--- src/rtl/pcsp_mem_unit.sv ---
// rtl/pcsp_mem_unit.sv - PC/SP/memory-access engine with wait states and stack bounds checks
//
// Owns the program counter, stack pointer, instruction register and
// memory-value register, and sequences one single-port memory access per
// accepted request (FETCH, LOAD, STORE, PUSH, POP).
//
// Ports:
//   clock, reset          rising-edge clock, synchronous active-high reset
//   req_valid/req_ready   request handshake (ready only while idle)
//   req_op                0 FETCH, 1 LOAD, 2 STORE, 3 PUSH, 4 POP, 5..7 no-op
//   req_addr, req_wdata   address for LOAD/STORE, data for STORE/PUSH
//   pc_load, pc_target    PC reload, honoured in every state
//   mem_en, mem_we        memory enable / write enable
//   mem_addr, mem_wdata   memory address / write data
//   mem_rdata             memory read data, sampled on the last access cycle
//   inst_out, memval_out  instruction register / loaded-popped value
//   pc_out, sp_out        current PC / SP
//   done                  one-cycle completion pulse
//   fault                 sticky stack overflow/underflow flag
module pcsp_mem_unit #(
  parameter int               WIDTH    = 16,
  parameter logic [WIDTH-1:0] PC_RESET = '0,
  parameter logic [WIDTH-1:0] SP_TOP   = 16'hFFFE,
  parameter logic [WIDTH-1:0] SP_LIMIT = 16'hF000,
  parameter int               MEM_WAIT = 1
) (
  input  logic             clock,
  input  logic             reset,
  input  logic             req_valid,
  output logic             req_ready,
  input  logic [2:0]       req_op,
  input  logic [WIDTH-1:0] req_addr,
  input  logic [WIDTH-1:0] req_wdata,
  input  logic             pc_load,
  input  logic [WIDTH-1:0] pc_target,
  output logic             mem_en,
  output logic             mem_we,
  output logic [WIDTH-1:0] mem_addr,
  output logic [WIDTH-1:0] mem_wdata,
  input  logic [WIDTH-1:0] mem_rdata,
  output logic [WIDTH-1:0] inst_out,
  output logic [WIDTH-1:0] memval_out,
  output logic [WIDTH-1:0] pc_out,
  output logic [WIDTH-1:0] sp_out,
  output logic             done,
  output logic             fault
);

  localparam logic [2:0] OP_FETCH = 3'd0;
  localparam logic [2:0] OP_LOAD  = 3'd1;
  localparam logic [2:0] OP_STORE = 3'd2;
  localparam logic [2:0] OP_PUSH  = 3'd3;
  localparam logic [2:0] OP_POP   = 3'd4;

  localparam logic [WIDTH-1:0] TWO      = WIDTH'(2);
  localparam logic [3:0]       WAIT_MAX = 4'(MEM_WAIT);

  typedef enum logic [1:0] {S_IDLE, S_ACCESS, S_DONE} state_t;

  state_t           state, state_nxt;
  logic [2:0]       op_q;
  logic [3:0]       wait_cnt;
  logic [WIDTH-1:0] sp_dec, sp_inc;
  logic             accept, is_noop, push_ovf, pop_unf, short_op, last_beat;

  assign sp_dec    = sp_out - TWO;
  assign sp_inc    = sp_out + TWO;
  assign accept    = req_valid && req_ready;
  assign is_noop   = (req_op > OP_POP);
  assign push_ovf  = (req_op == OP_PUSH) && (sp_dec < SP_LIMIT);
  assign pop_unf   = (req_op == OP_POP) && (sp_out == SP_TOP);
  // No-ops and stack faults skip the memory phase entirely.
  assign short_op  = is_noop || push_ovf || pop_unf;
  assign last_beat = (state == S_ACCESS) && (wait_cnt == WAIT_MAX);

  // State register
  always_ff @(posedge clock) begin
    if (reset) state <= S_IDLE;
    else       state <= state_nxt;
  end

  // Next-state logic
  always_comb begin
    state_nxt = state;
    case (state)
      S_IDLE:   if (accept) state_nxt = short_op ? S_DONE : S_ACCESS;
      S_ACCESS: if (last_beat) state_nxt = S_DONE;
      S_DONE:   state_nxt = S_IDLE;
      default:  state_nxt = S_IDLE;
    endcase
  end

  // Decoded output: held low during the reset cycle itself.
  always_comb begin
    req_ready = (state == S_IDLE) && !reset;
  end

  // Registered datapath and outputs
  always_ff @(posedge clock) begin
    if (reset) begin
      op_q       <= OP_FETCH;
      wait_cnt   <= '0;
      mem_en     <= 1'b0;
      mem_we     <= 1'b0;
      mem_addr   <= '0;
      mem_wdata  <= '0;
      inst_out   <= '0;
      memval_out <= '0;
      pc_out     <= PC_RESET;
      sp_out     <= SP_TOP;
      done       <= 1'b0;
      fault      <= 1'b0;
    end else begin
      done <= (state_nxt == S_DONE);

      if (accept && !short_op) begin
        op_q      <= req_op;
        wait_cnt  <= '0;
        mem_en    <= 1'b1;
        mem_we    <= (req_op == OP_STORE) || (req_op == OP_PUSH);
        mem_wdata <= req_wdata;
        case (req_op)
          OP_FETCH: mem_addr <= pc_out;
          OP_PUSH:  mem_addr <= sp_dec;
          OP_POP:   mem_addr <= sp_out;
          default:  mem_addr <= req_addr;
        endcase
      end

      if (accept && (push_ovf || pop_unf)) fault <= 1'b1;

      if (state == S_ACCESS) begin
        wait_cnt <= wait_cnt + 4'd1;
        if (last_beat) begin
          mem_en <= 1'b0;
          mem_we <= 1'b0;
          case (op_q)
            OP_FETCH: inst_out <= mem_rdata;
            OP_LOAD:  memval_out <= mem_rdata;
            OP_PUSH:  sp_out <= sp_dec;
            OP_POP: begin
              memval_out <= mem_rdata;
              sp_out     <= sp_inc;
            end
            default: ;
          endcase
        end
      end

      // An explicit reload overrides the fetch increment on the same edge.
      if (pc_load)                             pc_out <= pc_target;
      else if (last_beat && op_q == OP_FETCH)  pc_out <= pc_out + TWO;
    end
  end

endmodule

--- config.mk ---
export PLATFORM = sky130hd
export DESIGN_NAME = pcsp_mem_unit
export DESIGN_NICKNAME = d
export VERILOG_FILES = /design/src/rtl/pcsp_mem_unit.sv
export SDC_FILE = /design/constraint.sdc
export NUM_CORES = 1
export LEC_CHECK = 0
export ABC_AREA = 0
export CORE_UTILIZATION = 44
export CTS_BUF_LIST = sky130_fd_sc_hd__clkbuf_8 sky130_fd_sc_hd__clkbuf_16
export DETAILED_ROUTE_END_ITERATION = 7
export PLACE_DENSITY = 0.77
export RECOVER_POWER = 50
export SETUP_SLACK_MARGIN = 0.1
export SYNTH_ARGS = -nofsm -noshare
export SYNTH_HDL_FRONTEND = slang
export SYNTH_SLANG_ARGS = --single-unit
--- constraint.sdc ---
create_clock -name clock -period 3.5 [get_ports clock]
set_input_delay 0.7 -clock clock [delete_from_list [all_inputs] [get_ports clock]]
set_output_delay 0.7 -clock clock [all_outputs]
set_load 0.1 [all_outputs]
# After elaboration in Yosys (flattened, before gate mapping)
# Index checks and enable logic that the tools add are counted.
# Widths: inputs -> output; s select.
[classes]
add_sub_neg = 4
magnitude_cmp = 2
n_eq_ne = 10
mux = 16
n_reduce_logical = 24
[op_table]
columns = ["operator", "n"]
rows = [
  ["$pmux 16 s3", 1],
  ["$add 16x2->16 const B", 2],
  ["$mux 16", 2],
  ["$pmux 16 s2", 1],
  ["$eq 16x16->1 const B", 1],
  ["$lt 16x16->1 const B", 1],
  ["$sub 16x2->16 const B", 1],
  ["$eq 3x2->1 const B", 3],
  ["$reduce_and 3->1", 3],
  ["$logic_and 1x1->1", 8],
  ["$mux 4", 2],
  ["$eq 3x3->1 const B", 2],
  ["$logic_not 3->1", 2],
  ["$mux 1", 6],
  ["$mux 2", 3],
  ["$reduce_bool 2->1", 3],
  ["$add 4x1->4 const B", 1],
  ["$eq 4x1->1 const B", 1],
  ["$logic_or 1x1->1", 4],
  ["$pmux 2 s2", 1],
  ["$eq 3x1->1 const B", 1],
  ["$gt 3x3->1 const B", 1],
  ["$eq 2x1->1 const B", 1],
  ["$eq 2x2->1 const B", 1],
  ["3 further kinds", 4],
]
[totals]
register_bits = 109
input_bits = 71
output_inout_bits = 101
elab_cells = 69

# Depth between registers and ports, before layout
[logic_depth]
depth_word = 10
ltp_mapped = 10
depth_no_buf = 8

# Worst setup path before layout
# No wires, ideal clock.
[synth_path]
path_kind = "input to register"
start = "input port reset"
end = "register mem_addr[13]"
arrival_time_ns = 4.255
required_time_ns = 3.414
path_slack_ns = -0.840
stages = 7
n_path_buf = 3
path_cell_list = "clkbuf_1 -> nor3_1 -> and3_1 -> clkbuf_1 -> buf_1 -> a21oi_1 -> a211oi_1"
[synth_between]
elab_chain_len = 4
[synth_lines]
columns = ["item", "line_no", "source"]
rows = [
  ["start, declared", "28", "input logic reset,"],
  ["$logic_not 1->1", "95", "req_ready = (state == S_IDLE) && !reset;"],
  ["$logic_and 1x1->1", "95", ""],
  ["net req_ready", "30", "output logic req_ready,"],
  ["$logic_and 1x1->1", "68", "assign accept = req_valid && req_ready;"],
  ["$logic_and 1x1->1", "116", "if (accept && !short_op) begin"],
  ["end signal, assigned", "123", "OP_FETCH: mem_addr <= pc_out;"],
  ["end signal, assigned", "124", "OP_PUSH: mem_addr <= sp_dec;"],
  ["end signal, assigned", "125", "OP_POP: mem_addr <= sp_out;"],
  ["end, declared", "38", "output logic [WIDTH-1:0] mem_addr,"],
]
# The timed path passes the listed nets, and every way through them passes these cells.
# A chain may end at the register's enable or synchronous reset.

# Worst setup path after layout
[layout_path]
start = "register sp_out[1]"
end = "register mem_addr[10]"
[layout_between]
elab_chain_len = 7
word_cells_on_any_way = 10
[layout_lines]
columns = ["item", "line_no", "source"]
rows = [
  ["start, declared", "44", "output logic [WIDTH-1:0] sp_out,"],
  ["start signal, assigned", "140", "OP_PUSH: sp_out <= sp_dec;"],
  ["start signal, assigned", "143", "sp_out <= sp_inc;"],
  ["$sub 16x2->16", "66", "assign sp_dec = sp_out - TWO;"],
  ["$lt 16x16->1", "70", "assign push_ovf = (req_op == OP_PUSH) && (sp_dec < SP_LIMIT);"],
  ["$logic_and 1x1->1", "70", ""],
  ["$logic_or 1x1->1 (2 in a row)", "73", "assign short_op = is_noop || push_ovf || pop_unf;"],
  ["$logic_not 1->1", "116", ""],
  ["$logic_and 1x1->1", "116", ""],
]
# Several ways; a longest one is shown, not always the timed one.

==> metrics.md <==
| Metric | Value |
|---|---|
| Sum Neg Setup Slack | 0 ns |
| Starting Density | 45.99% |
| GRT met3 Usage | 6.965% |
| Hold_sp | mem_we |
| Simple-gate share of the synthesized area | 21.83% |
| Layout fillers | 1031 |
| DRT iter0 DRCs | 479 |
| Row Count | 39 |
| Crit-path max cell delay | 0.70 ns |
| Multiplexer share of the synthesized area | 4.292% |
| Reg2reg path depth | 6 |
| Total GRT Usage | 27.82% |
| FFs w/ async S/R, synth | 0% |
| Synth area leader | dfxtp_1 |
| Antenna violations before repair | 0 |
| Crit. End Element | flip-flop |
| Final period util | 86.66% |
| Root Buffer | clkbuf_16 |
| # diodes | 0 |
| Largest family of logic cells by synthesized area | simple AND/OR/NAND/NOR gates |
| Hold path endpoint | mem_we |
| Largest net degree at the start of global routing | 68 |
| Die W | 112.4 microns |
| Routed Wire Length | 17.38 mm |
| R2R Path Start | sp_out[1] |
| Fin. max-slew vios | 0 |
| # setup viols final | 0 |
| Total stage count of the critical path | 6 |
| DRT antenna net count | 0 |
| Crit start category | flip-flop |
| Post-Synthesis Cells | 682 |
| CP max-delay cell | or4_1 |
| Worst Hold Class | reg2reg |
| Syn_area_per_cell | 7.865 sq um |
| Core area | 11660 sq um |
| Total I/O pin count | 172 |
| Area added between synthesis and finish | 34.76% |
| GRT busiest layer | met2 |
| # hold bufs at CTS | 0 |
| Synth top cells by count | 108 x dfxtp_1, 94 x nand2_1, 85 x a21oi_1 |
| Main synth FF type | dfxtp_1 |
| Clock-pin slew on the worst setup and hold paths | 0.08 ns |
| CTS Buffer Depth | 2 |
| Worst-Skew Late Latency | 0.35 ns |
| Pwr/cell area | 415.2 nW/um^2 |
| Crit path DAT | 3.24 ns |
| Status | complete, no violations |
| Height of the die | 112.4 microns |
| Maximum vdd drop | 0.2429 mV |
| Post-synth cell types | 57 |
| CP bufs+invs | 0 |
| Leakage | 2.559 nW |
| First-pass GRT wire length | 27.79 mm |
| GR Layer Usage met2 | 46.50% |
| Xor and xnor area share after synthesis | 6.368% |
| Number of global-route vias before repair | 5381 |
| Slew margin rel. | 10.23% |
| Crit path kind | reg2reg |
| Synth top area share | 40.31% |
| Nets | 902 |
| Flop-to-flop setup slack | 0.47 ns |
| Worst-Margin Slew | 1.347 ns |
| Max Clock Skew | 0.008455 ns |
| GR met1 Demand/Resource | 34.89% |
| Fmax | 329.7 MHz |
| Share of cells above drive strength 1 | 5.415% |
| Post-synthesis compound-gate area fraction | 20.43% |
| Final HPWL DP | 12.69 mm |
| RSZ-0062 raised after global routing | no |
| Via-per-instance ratio | 5.796 |
| Synth Area in Adders | 1.166% |
| Vias | 5645 |
| Routed len/inst | 17.84 microns |
| Total power | 3.001 mW |
| Drt first pass iters | 5 |
| Worst endpoint required time | 3.71 ns |
| Warning count from the yosys run | 0 |
| Sink Count | 108 |
| Seq cells post-synth | 108 |
| Hold path depth | 2 |
| Final hold violation count | 0 |
| Synth area leaders | dfxtp_1 40%, a21oi_1 7.9%, nand2_1 6.6% |
| Die area | 12640 sq um |
| RR Endpoint | mem_addr[10] |
| Period minus WS final | 3.033 ns |
| EDFF count, synth | 0 |
| Critical path, cell by cell | or4_1 -> or4b_4 -> a311o_1 -> and3_1 -> nand2_1 -> o21ai_0 |
| CTS tree | done |
| Residual DRC | 0 |
| CTS HTree Levels | 3 |
| PostCTS Resize Cnt | 0 |
| Max Cap Violations | 0 |
| IO Port Bufs | 170 |
| Crit Path Max Fanout | 11 |
| TritonCTS buffer count | 9 |
| Gr ovfl total | 0 |
| Syn Nets | 758 |
| Register area share after synthesis | 40.31% |
| Post-synthesis cell area | 5364 sq um |
| CP top delay family | simple AND/OR/NAND/NOR gates |
| Cell with the most instances after synthesis | dfxtp_1 |
| GPL Wtd Cong | 0.9382 |
| Post-CTS Setup Inserts | 0 |
## registers in the layout, summed over array words and instances, names as in the netlist
signal      cells
done            1
fault           1
inst_out       16
mem_addr       16
mem_en          1
mem_wdata      16
mem_we          1
memval_out     16
op_q            3
pc_out         16
sp_out         15
state           2
wait_cnt        4
## metrics by stage
step	setup slack (ns)	std cells	hold WS (ns)	cell area, sq um	util [%]
4_1_cts	0.4868	974	0.4594	7381	63.29
6_report	0.4668	974	0.4546	7228	61.98
2_1_floorplan	0.1489	682	0.4643	5369	-
3_3_place_gp	0.4827	958	0.4425	7066	60.58
5_1_grt	0.3655	974	0.4801	7228	61.98
3_5_place_dp	0.3775	958	0.4495	7066	60.58
## kinds of logic (layout without fill, tap and decap cells)
group | after synthesis | count (layout)
AO/OA/AOI/OAI | 187 | 187
adder cells (fa/ha/maj) | 5 | 5
XOR/XNOR | 39 | 39
buffers and inverters | 72 | 221
multiplexers | 23 | 23
AND/OR/NAND/NOR | 247 | 247
other | 1 | 1
flip-flops | 108 | 108
## worst register-to-register path: cells and delay by family, from the launching register on
kind / cells / cell delay (ns)
compound gates: 2 / 0.63
simple gates: 4 / 1.90
flops: 1 / 0.38
## final cells by class
| cell class | count | area, sq um | share of cell area, % |
|---|---|---|---|
| tap | 143 | 178.9 | 2.475 |
| clock inverter | 6 | 76.32 | 1.056 |
| clock buffer | 10 | 239.0 | 3.306 |
| timing repair buffer | 191 | 1604 | 22.19 |
| multi-input combinational | 502 | 2915 | 40.33 |
| sequential | 108 | 2162 | 29.91 |
| inverter | 14 | 52.55 | 0.7270 |
## worst max path at each step
stage / slack, ns / from / endpoint
finish: 0.47 / sp_out[1] / mem_addr[10]
global route: 0.37 / sp_out[1] / state[1]
CTS: 0.49 / sp_out[1] / mem_addr[10]
detailed placement: 0.38 / req_op[1] / mem_addr[10]
global placement: 0.48 / req_op[1] / done
floorplan: 0.15 / reset / mem_addr[13]
## layer usage
layer,vias to the layer above,routed length (microns)
li1,2713,-
met5,-,0
met2,237,8288
met3,32,1334
met1,2663,7336
met4,0,420
## cells in the final DEF, fill, tap and decap left out, drive strengths merged, types with 17 or more instances in the layout
cell type,Yosys,routed
a21oi,85,85
buf,12,19
clkbuf,46,52
clkdlybuf4s50,0,115
dfxtp,108,108
inv,13,17
mux2i,23,23
nand2,94,94
nand3,40,40
nor2,42,42
o21ai,45,45
xnor2,26,26
## where the power goes
| part | leakage [nW] | switching, mW | internal [mW] |
|---|---|---|---|
| Clock | 0.156 | 0.494 | 0.589 |
| Sequential | 0.878 | 0.0390 | 1.27 |
| Combinational | 1.53 | 0.436 | 0.177 |
| Total | 2.56 | 0.968 | 2.03 |
Power figures use the tool's default switching activity.
